==> src/rtl/sea_de_iter.sv <==
// sea_de_iter: iterative SEA decryption, one inverse round per enabled RUN cycle.
// Optional macro SEA_DE_ITER_ZEROIZE_EN clears L/R/K (and thus lio/rio) when the
// result is handed off.
module sea_de_iter #(
    parameter int NR = 8
) (
    input  logic        clk,
    input  logic        rst_n,
    input  logic        ena,
    input  logic        in_valid,
    output logic        in_ready,
    input  logic [47:0] li,
    input  logic [47:0] ri,
    input  logic [47:0] ki,
    output logic        out_valid,
    input  logic        out_ready,
    output logic [47:0] lio,
    output logic [47:0] rio,
    output logic        busy
);
    typedef enum logic [1:0] {IDLE, RUN, DONE} state_t;
    localparam logic [7:0] LAST = 8'(NR - 1);
    // 3-bit SEA sbox, entry i at bits [3i+:3]: {0,5,6,7,4,3,1,2}
    localparam logic [23:0] LUT = {3'd2, 3'd1, 3'd3, 3'd4, 3'd7, 3'd6, 3'd5, 3'd0};

    // Bitsliced sbox over each triple of words: bit j of words 3t..3t+2 forms one 3-bit symbol
    function automatic logic [47:0] sbox(input logic [47:0] x);
        logic [47:0] y;
        logic [2:0]  s;
        y = '0;
        for (int t = 0; t < 2; t++)
            for (int j = 0; j < 8; j++) begin
                s = LUT[3 * {x[24*t+16+j], x[24*t+8+j], x[24*t+j]} +: 3];
                {y[24*t+16+j], y[24*t+8+j], y[24*t+j]} = s;
            end
        return y;
    endfunction

    state_t      state_q, state_d;
    logic [47:0] l_q, l_d, r_q, r_d, k_q, k_d;
    logic [7:0]  rnd_q, rnd_d;
    logic        in_ready_q, out_valid_q, busy_q;
    logic [47:0] sum, sub, f;

    // Round function: word-wise add, sbox, then rotate words up by one position
    always_comb begin
        sum = '0;
        for (int i = 0; i < 6; i++) sum[8*i+:8] = r_q[8*i+:8] + k_q[8*i+:8];
        sub = sbox(sum);
        f   = {sub[39:0], sub[47:40]};
    end

    // Next-state and datapath; everything holds while ena is low
    always_comb begin
        state_d = state_q;
        l_d     = l_q;
        r_d     = r_q;
        k_d     = k_q;
        rnd_d   = rnd_q;
        if (ena) begin
            case (state_q)
                IDLE: if (in_valid) begin
                    state_d = RUN;
                    l_d     = li;
                    r_d     = ri;
                    k_d     = ki;
                    rnd_d   = '0;
                end
                RUN: begin
                    l_d     = r_q;
                    r_d     = l_q ^ f;
                    rnd_d   = (rnd_q == LAST) ? rnd_q : rnd_q + 8'd1;
                    state_d = (rnd_q == LAST) ? DONE : RUN;
                end
                DONE: if (out_ready) begin
                    state_d = IDLE;
`ifdef SEA_DE_ITER_ZEROIZE_EN
                    l_d = '0;
                    r_d = '0;
                    k_d = '0;
`endif
                end
                default: state_d = IDLE;
            endcase
        end
    end

    // State, datapath and handshake outputs, all registered from the next state
    always_ff @(posedge clk or negedge rst_n) begin
        if (!rst_n) begin
            state_q     <= IDLE;
            l_q         <= '0;
            r_q         <= '0;
            k_q         <= '0;
            rnd_q       <= '0;
            in_ready_q  <= 1'b1;
            out_valid_q <= 1'b0;
            busy_q      <= 1'b0;
        end else begin
            state_q     <= state_d;
            l_q         <= l_d;
            r_q         <= r_d;
            k_q         <= k_d;
            rnd_q       <= rnd_d;
            in_ready_q  <= state_d == IDLE;
            out_valid_q <= state_d == DONE;
            busy_q      <= state_d == RUN;
        end
    end

    assign in_ready  = in_ready_q;
    assign out_valid = out_valid_q;
    assign busy      = busy_q;
    assign lio       = l_q;
    assign rio       = r_q;
endmodule

==> config.mk <==
export PLATFORM = sky130hd
export DESIGN_NAME = sea_de_iter
export DESIGN_NICKNAME = d
export VERILOG_FILES = /design/src/rtl/sea_de_iter.sv
export SDC_FILE = /design/constraint.sdc
export NUM_CORES = 1
export LEC_CHECK = 0
export CELL_PAD_IN_SITES_DETAIL_PLACEMENT = 1
export CELL_PAD_IN_SITES_GLOBAL_PLACEMENT = 1
export CORE_ASPECT_RATIO = 0.7
export CORE_MARGIN = 8
export CORE_UTILIZATION = 37
export CTS_CLUSTER_DIAMETER = 100
export DETAILED_ROUTE_END_ITERATION = 6
export PLACE_DENSITY_LB_ADDON = 0.1
export REMOVE_ABC_BUFFERS = 1
export SLEW_MARGIN = 20
export SYNTH_ARGS = -nofsm -noshare
export SYNTH_HDL_FRONTEND = slang
export SYNTH_SLANG_ARGS = --single-unit
export TNS_END_PERCENT = 5
==> constraint.sdc <==
create_clock -name clk -period 3.36 [get_ports clk]
set_input_delay 1.008 -clock clk [delete_from_list [all_inputs] [get_ports clk]]
set_output_delay 1.008 -clock clk [all_outputs]
set_load 0.01 [all_outputs]
==> summary.txt, run 1 <==
Yosys
  • Top FF cell, synth: dfrtp_1
  • Synth Warn #: 0
  • Post-synth EDFFs: 0
  • Asr flop ratio synth: 100%
  • Yosys top cell area share: 40.0%
  • Sequential area share after synthesis: 40.3%
  • Syn Std Cell Area: 9760 sq um
  • Synth unique cells: 55
  • Synth area leader: dfrtp_1
  • Synth top area cells: dfrtp_1 40%, ha_1 8.8%, nand2_1 6.4%
  • Post-Syn Instances: 1068
  • Top post-synthesis cells by count: 167 x nand2_1, 156 x dfrtp_1, 128 x nor2_1, 90 x a21oi_1, 69 x ha_1
  • Synthesized area per cell: 9.13 sq um
  • Synth Register Bits: 157
  • Count leader, synth: nand2_1

Floorplanning
  • Die W: 210 um
  • Area of the core: 25800 sq um
  • Die Y: 152 um
  • Row count: 49
  • I/O pin count: 248
  • Die area: 31900 sq um
  • Initial core utilization: 37.8%

Setup path
  • CP startpoint kind: register
  • CP dominant cell by count: ha_1
  • Critical path type: reg2reg
  • Critical path depth in cells: 11
  • Register-to-Register Path Depth: 11
  • Largest delay contributor family on the critical path: compound AO/OA/AOI/OAI gates
  • Buf/Inv on CP: 1
  • Critical Path RT: 3710 ps
  • CP Max Fanout: 4
  • Worst reg2reg setup slack: 330 ps
  • WP data arrival: 3380 ps
  • Slowest library cell on the worst path: o311ai_0
  • CP Cell Sequence: ha_1 -> fa_1 -> a21oi_1 -> o21a_1 -> o311ai_0 -> inv_1 -> ha_1 -> mux2i_1 -> xnor2_1 -> nand2_1 -> a31oi_1
  • Max incr delay on CP: 590 ps
  • Setup crit end kind: register

Worst hold path
  • Hold Path Class: in2async

Routing
  • Vias/cell: 5.18
  • Drt pass-1 iters: 5
  • Antenna-violating nets left: 0
  • Via count: 8662
  • Routed wire length: 33.9 mm
  • Post-route DRC: 0
  • 1st-iter DRT viols: 361
  • Routed WL per cell: 20.3 um

STA
  • Endpoints failing hold: 0
  • Final setup viols: 0
  • Tightest Pin Transition: 724 ps
  • Relative slew slack: 51.0%
  • Final worst-path cycle share: 90.2%
  • Pins over their slew limit: 0
  • Peak Freq: 330 MHz
  • Max Clock Skew: 11.3 ps
  • RSZ-0062 raised after global routing: false
  • Post-layout min period: 3030 ps
  • Worst hold margin: 503 ps

Global routing
  • Initial antenna violation count: 7
  • GRT Overall Usage: 21.2%
  • Vias in the first global route: 9148
  • GRT overflow: 0
  • Largest net degree at the start of global routing: 80
  • First-pass GRT wire length: 53.6 mm

Final layout
  • Final net count: 1525
  • Layout cells sized above 1: 8.52%
  • Synthesis-to-finish area growth: 36.0%
  • Fillers: 2965
  • Final core occ: 51.4%

Clock network
  • H-tree Lvls: 4
  • Hold Buf Count CTS: 0
  • TritonCTS clock tree: done
  • Skew-Pair Late Insertion Delay: 430 ps
  • Num CTS Buffers: 17
  • Clock tree sinks: 157
  • # resized after CTS: 0
  • Total setup buffers inserted after CTS: 0
  • Clock buffer depth: 2
  • CTS clk-pin slew, worst paths: 70 ps
  • Root buffer cell: clkbuf_16

Placement
  • Gp weighted congestion: 0.797
  • Buffers added on ports: 247
  • HPWL after DPL: 25.3 mm

Outcome
  • Status: finished, final reports clean

Job
  • Max_cap viols: 0
[registers in the layout, summed over array words and instances, names as in the netlist]
signal and cells:
rnd_q 8, rio 48, lio 48, out_valid 1, k_q 48, state_q 2
in_ready 1, busy 1
[path summary, 6_finish.rpt]
check                               startpoint                   to
setup / recovery            rio[8]$_DFFE_PN0P_  rio[14]$_DFFE_PN0P_
hold / removal                           rst_n   lio[8]$_DFFE_PN0P_
setup reg to reg            rio[8]$_DFFE_PN0P_  rio[14]$_DFFE_PN0P_
hold reg to reg            k_q[38]$_DFFE_PN0P_  k_q[38]$_DFFE_PN0P_
max in group asynchronous                rst_n  lio[34]$_DFFE_PN0P_
min in group clk           k_q[38]$_DFFE_PN0P_  k_q[38]$_DFFE_PN0P_
[metal layers]
metal  vias up  share of wire [%]  global-route usage [%]
met1      4290                 50                    29.7
met4        12               0.91                    4.12
met3        30                4.7                    5.26
met2       182                 45                    32.8
met5         -               0.22                       0
li1       4148                  -                       -
[per-stage QoR]
step	setup TNS [ps]	instances	cell area (sq um)	worst slack, ps
finish	0	1672	13300	330
global route	0	1672	13300	20.8
CTS	0	1671	13300	285
detailed placement	0	1639	12700	310
global placement	0	1639	12700	368
floorplan	-29210	1020	9570	-737
[cells in the final DEF (no fill, tap or decap), types with 9 or more instances in the layout]
| master | count |
|---|---|
| xor2_1 | 23 |
| clkbuf_16 | 17 |
| xnor2_1 | 59 |
| mux2i_1 | 29 |
| clkdlybuf4s50_1 | 246 |
| ha_1 | 69 |
| a21o_1 | 9 |
| o21ai_0 | 36 |
| inv_1 | 37 |
| mux2_2 | 49 |
| a21oi_1 | 90 |
| nand2_1 | 166 |
| a31oi_1 | 53 |
| nand3_1 | 9 |
| dfrtp_1 | 156 |
| nor2_1 | 128 |
| buf_4 | 9 |
[cell families (layout without fill, tap and decap cells)]
kind of cell,after synthesis,after routing,synth area share (%)
other,0,1,0
adder cells (fa/ha/maj),75,75,10.1
AND/OR/NAND/NOR,355,355,15.4
multiplexers,78,78,8.63
XOR/XNOR,85,85,7.86
AO/OA/AOI/OAI,233,233,14.4
buffers and inverters,85,331,3.36
flip-flops,157,157,40.3
[layout make-up]
class / instances / area (sq um) / share of cell area, %
Antenna cell: 1 / 2.50 / 0.0189
Clock buffer: 21 / 470 / 3.55
Clock inverter: 11 / 91.3 / 0.688
Inverter: 37 / 139 / 1.05
Multi-Input combinational cell: 826 / 5530 / 41.7
Sequential cell: 157 / 3930 / 29.6
Tap cell: 357 / 447 / 3.37
Timing Repair Buffer: 262 / 2660 / 20.1
Power of run 1 is left out: the tool's default activity adds up to more than one toggle a clock period on the data nets, which glitch-free logic cannot reach.
==> inputs of run 2 (changes only) <==
Settings changed: HOLD_SLACK_MARGIN from default to 0.12.
==> results of run 2 <==
No change in the layout: final DEF, timing and power equal those of run 1.
Power of run 2 is left out for the same reason.
==> patch 1: new RTL, flow settings as in run 2 <==
Re-encode `state_t` (3 states) as one-hot, 3 bits wide.
--- a/src/rtl/sea_de_iter.sv
+++ b/src/rtl/sea_de_iter.sv
@@ -18,7 +18,7 @@
     output logic [47:0] rio,
     output logic        busy
 );
-    typedef enum logic [1:0] {IDLE, RUN, DONE} state_t;
+    typedef enum logic [2:0] {IDLE = 3'b001, RUN = 3'b010, DONE = 3'b100} state_t;
     localparam logic [7:0] LAST = 8'(NR - 1);
     // 3-bit SEA sbox, entry i at bits [3i+:3]: {0,5,6,7,4,3,1,2}
     localparam logic [23:0] LUT = {3'd2, 3'd1, 3'd3, 3'd4, 3'd7, 3'd6, 3'd5, 3'd0};
Function: same outputs for any inputs over 4 cycles, from zero or initial values and one cycle with rst_n low; so few cycles prove little.
==> patch 1 against run 2 <==
Area after synthesis rose by 1.1%. Sequential cell count rose by 1. Critical path depth up 1. First-iteration DRC count increased by 16%. Die area is 0.98% higher. Worst setup slack worse by 51 ps. Final cell count increased by 6.0%. Wire length grew 7.1%. Design area rose by 1.8%. Clock skew about the same. Highest routed layer unchanged.
==> patch 1: results <==
synthesis:
  synth.distinct_cells: 61
  synth-xor-area-share: 0.0769
  synth_fa_ha_area_frac: 0.0997
  synth_mux_area_frac: 0.0355
  ys_seq_area_frac: 0.401
cells_and_area:
  seq-cell-share: 0.293
  nFillCells: 3106
  clock_area_frac: 0.0434
  buffers: 264
  multi_input_area_um2: 5580
  inv_count: 52
outcome:
  outcome: "completed"
setup_path:
  r2r_end: "rio[30]"
  cp_slowest_stage_delay_ps: 430
  critPathArrivalTime_ps: 3410
detailed_routing:
  drt_iter0_drc: 417
  finalWirelength_mm: 36.3
  wl_met3_mm: 1.65
  detail_route.wl_per_cell_um: 20.5
  wl_met2_mm: 16.7
grt:
  grt_pass1_wl_mm: 57.1
  grt_usage: 0.224
placement:
  hpwl_mm: 26.7
  dp.cells: 1740
timing:
  finalCriticalPeriod_ps: 3080
hold_path:
  hold_class: "flip-flop to flip-flop"
[patch 1: cell types whose count changed in the layout (fill, tap and decap cells not counted), sizes merged, moves of 7 or more]
| cell | change |
|---|---|
| mux2 | -49 |
| nor3 | +7 |
| a21oi | -31 |
| inv | +14 |
| o22ai | +27 |
| nor2 | -36 |
| nand2 | +124 |
| o21ai | +13 |
| a21o | +9 |
[patch 1: timing repair]
item                       CTS  global route
setup buffers                0             0
setup endpoints to repair    0             1
hold endpoints to repair     0             0
resized for setup            0             1
[patch 1: worst max-delay path, delay by kind of cell (launching register included)]
family | cells | cell delay [ps]
adder cells (fa/ha/maj) | 3 | 910
buffers and inverters | 1 | 110
AND/OR/NAND/NOR | 1 | 80
flip-flops | 1 | 410
AO/OA/AOI/OAI | 6 | 1350
XOR/XNOR | 1 | 130
[patch 1: layer usage]
metal / up-vias / GRT usage
met5: - / 0
met4: 2 / 0.0485
met3: 25 / 0.0467
met2: 194 / 0.363
met1: 4604 / 0.304
li1: 4449 / -
==> patch 2: new RTL, flow settings as in run 2 <==
Made on the original files. Add a define of `SEA_DE_ITER_ZEROIZE_EN`.
--- a/src/rtl/sea_de_iter.sv
+++ b/src/rtl/sea_de_iter.sv
@@ -1,6 +1,8 @@
 // sea_de_iter: iterative SEA decryption, one inverse round per enabled RUN cycle.
 // Optional macro SEA_DE_ITER_ZEROIZE_EN clears L/R/K (and thus lio/rio) when the
 // result is handed off.
+`define SEA_DE_ITER_ZEROIZE_EN
+
 module sea_de_iter #(
     parameter int NR = 8
 ) (
Function: not settled (the Yosys comparison gave no result); the edit may change what the design does.
==> patch 2 against run 2 <==
Sequential cell count unchanged. Design area grew 2.6%. Area after synthesis is 3.0% higher. Wire length increased by 4.9%. Synthesized cell count rose by 3.7%. Via count is 3.7% higher. Worst setup slack better by 230 ps.
==> patch 2: results <==
power_and_ir_drop:
  cellLeakagePower_nw: 5.97
detailed_routing:
  vias_per_cell: 5.25
  finalWirelength_mm: 35.5
  vias: 8981
  drt_iter0_drc: 388
  dr.pass1.iters: 4
cells_and_area:
  fin_nets: 1549
  drive_above_1_share: 0.0469
  nFillCells: 3073
timing:
  tightestPinTransition_ps: 1030
  skew_ps: 8.81
clock_network:
  cts_max_path_buffers: 2
  numCtsBuffers: 17
  ctsHtreeMaxLevel: 4
  clock_tree.root_cell: "clkbuf_16"
  ctsResizeCount: 0
synthesis:
  synth.area.top_cells: "dfrtp_1 39%, ha_1 7.8%, xnor2_1 6.7%, a21oi_1 6.1%, a221oi_1 5.1%"
  synth_common_cells: "156 x dfrtp_1, 122 x a21oi_1, 100 x o21ai_0"
  ys_seq_area_frac: 0.391
  synth.distinct_cells: 55
  ys_warn_count: 0
  avgSynthCellArea_um2: 9.07
grt:
  grt_usage: 0.222
  antenna_found_initial: 1
  grt_pass1_wl_mm: 56.9
  grt_start_max_net_pins: 61
  grt_pass1_vias: 9703
setup_path:
  ff2ff_setup_slack_ps: 560
  timing.critical_path.slowest_stage_cell: "dfrtp_1"
  startpoint: "rio[16]"
  reg2reg_depth: 9
  crit_path_end: "rio[22]"
  critPathArrivalTime_ps: 3100
  cp_slowest_stage_delay_ps: 430
hold_path:
  hold_class: "flip-flop to flip-flop"
placement:
  gp_congestion: 0.795
  hpwl_mm: 26.4
  dp.cells: 1676
outcome:
  outcome: "completed"
==> patch 2: cell types whose count changed in the layout (fill, tap and decap cells not counted), sizes merged, moves of 46 or more <==
cell | before | now
nand2 | 167 | 90
inv | 38 | 94
nor2 | 128 | 34
a221oi | 3 | 59
o21ai | 36 | 111
nand2b | 3 | 49
mux2 | 49 | 3
a31oi | 53 | 5
==> patch 2: final cells by class <==
class                   count  area (µm²)  area share
clock inverters            10         136      0.0100
well taps                 364         455      0.0335
clock buffers              22         484      0.0356
inverters                  94         353      0.0259
repair buffers            263        2710       0.199
multi-input cells         798        5540       0.407
flip-flops and latches    157        3930       0.289
diodes                      2        5.00    0.000368
==> patch 2: layer usage <==
| metal | up-vias | part of all wire | routed length, µm | track usage |
|---|---|---|---|---|
| met4 | 0 | 0.0078 | 277 | 0.0397 |
| met1 | 4447 | 0.48 | 17000 | 0.310 |
| li1 | 4323 | - | - | - |
| met2 | 193 | 0.45 | 15900 | 0.338 |
| met3 | 18 | 0.064 | 2260 | 0.0650 |
| met5 | - | 0 | 0 | 0 |
==> patch 2: kinds of logic after synthesis <==
logic type | Yosys count | share of synthesized area
AO/OA/AOI/OAI | 353 | 0.214
XOR/XNOR | 91 | 0.0822
adder cells (fa/ha/maj) | 69 | 0.0904
buffers and inverters | 153 | 0.0595
flip-flops | 157 | 0.391
multiplexers | 30 | 0.0306
AND/OR/NAND/NOR | 255 | 0.132
==> patch 2: power breakdown <==
part           leakage, nW  internal, mW  switching [mW]  total [mW]
clock network        0.298          1.25           0.838        2.08
logic                 3.80          5.57            5.79        11.4
registers             1.87          2.84           0.989        3.83
==> patch 2: worst min path at each step <==
stage,from,end,slack [ps],cells after the start
3_5_place_dp,k_q[8],k_q[8],480,2
5_1_grt,k_q[3],k_q[3],510,2
3_3_place_gp,k_q[34],k_q[34],460,2
6_report,k_q[8],k_q[8],480,2
2_1_floorplan,k_q[0],k_q[0],450,2
4_1_cts,k_q[8],k_q[8],490,2
==> patch 2: stage by stage <==
step / worst slack (ps) / cell area, µm² / utilization / TNS [ps]
2_1_floorplan: -8820 / 9800 / - / -806690
3_3_place_gp: 398 / 13000 / 0.486 / 0
3_5_place_dp: 308 / 13000 / 0.486 / 0
4_1_cts: 524 / 13600 / 0.509 / 0
5_1_grt: 340 / 13600 / 0.509 / 0
6_report: 556 / 13600 / 0.510 / 0
==> patch 2: worst max-delay path: cells and delay by family (launching register included) <==
family                     cells  cell delay, ps
AOI/OAI and AO/OA              4             800
adders and majority gates      2             680
DFF                            1             430
xor gates and xnor gates       2             420
muxes                          1             330
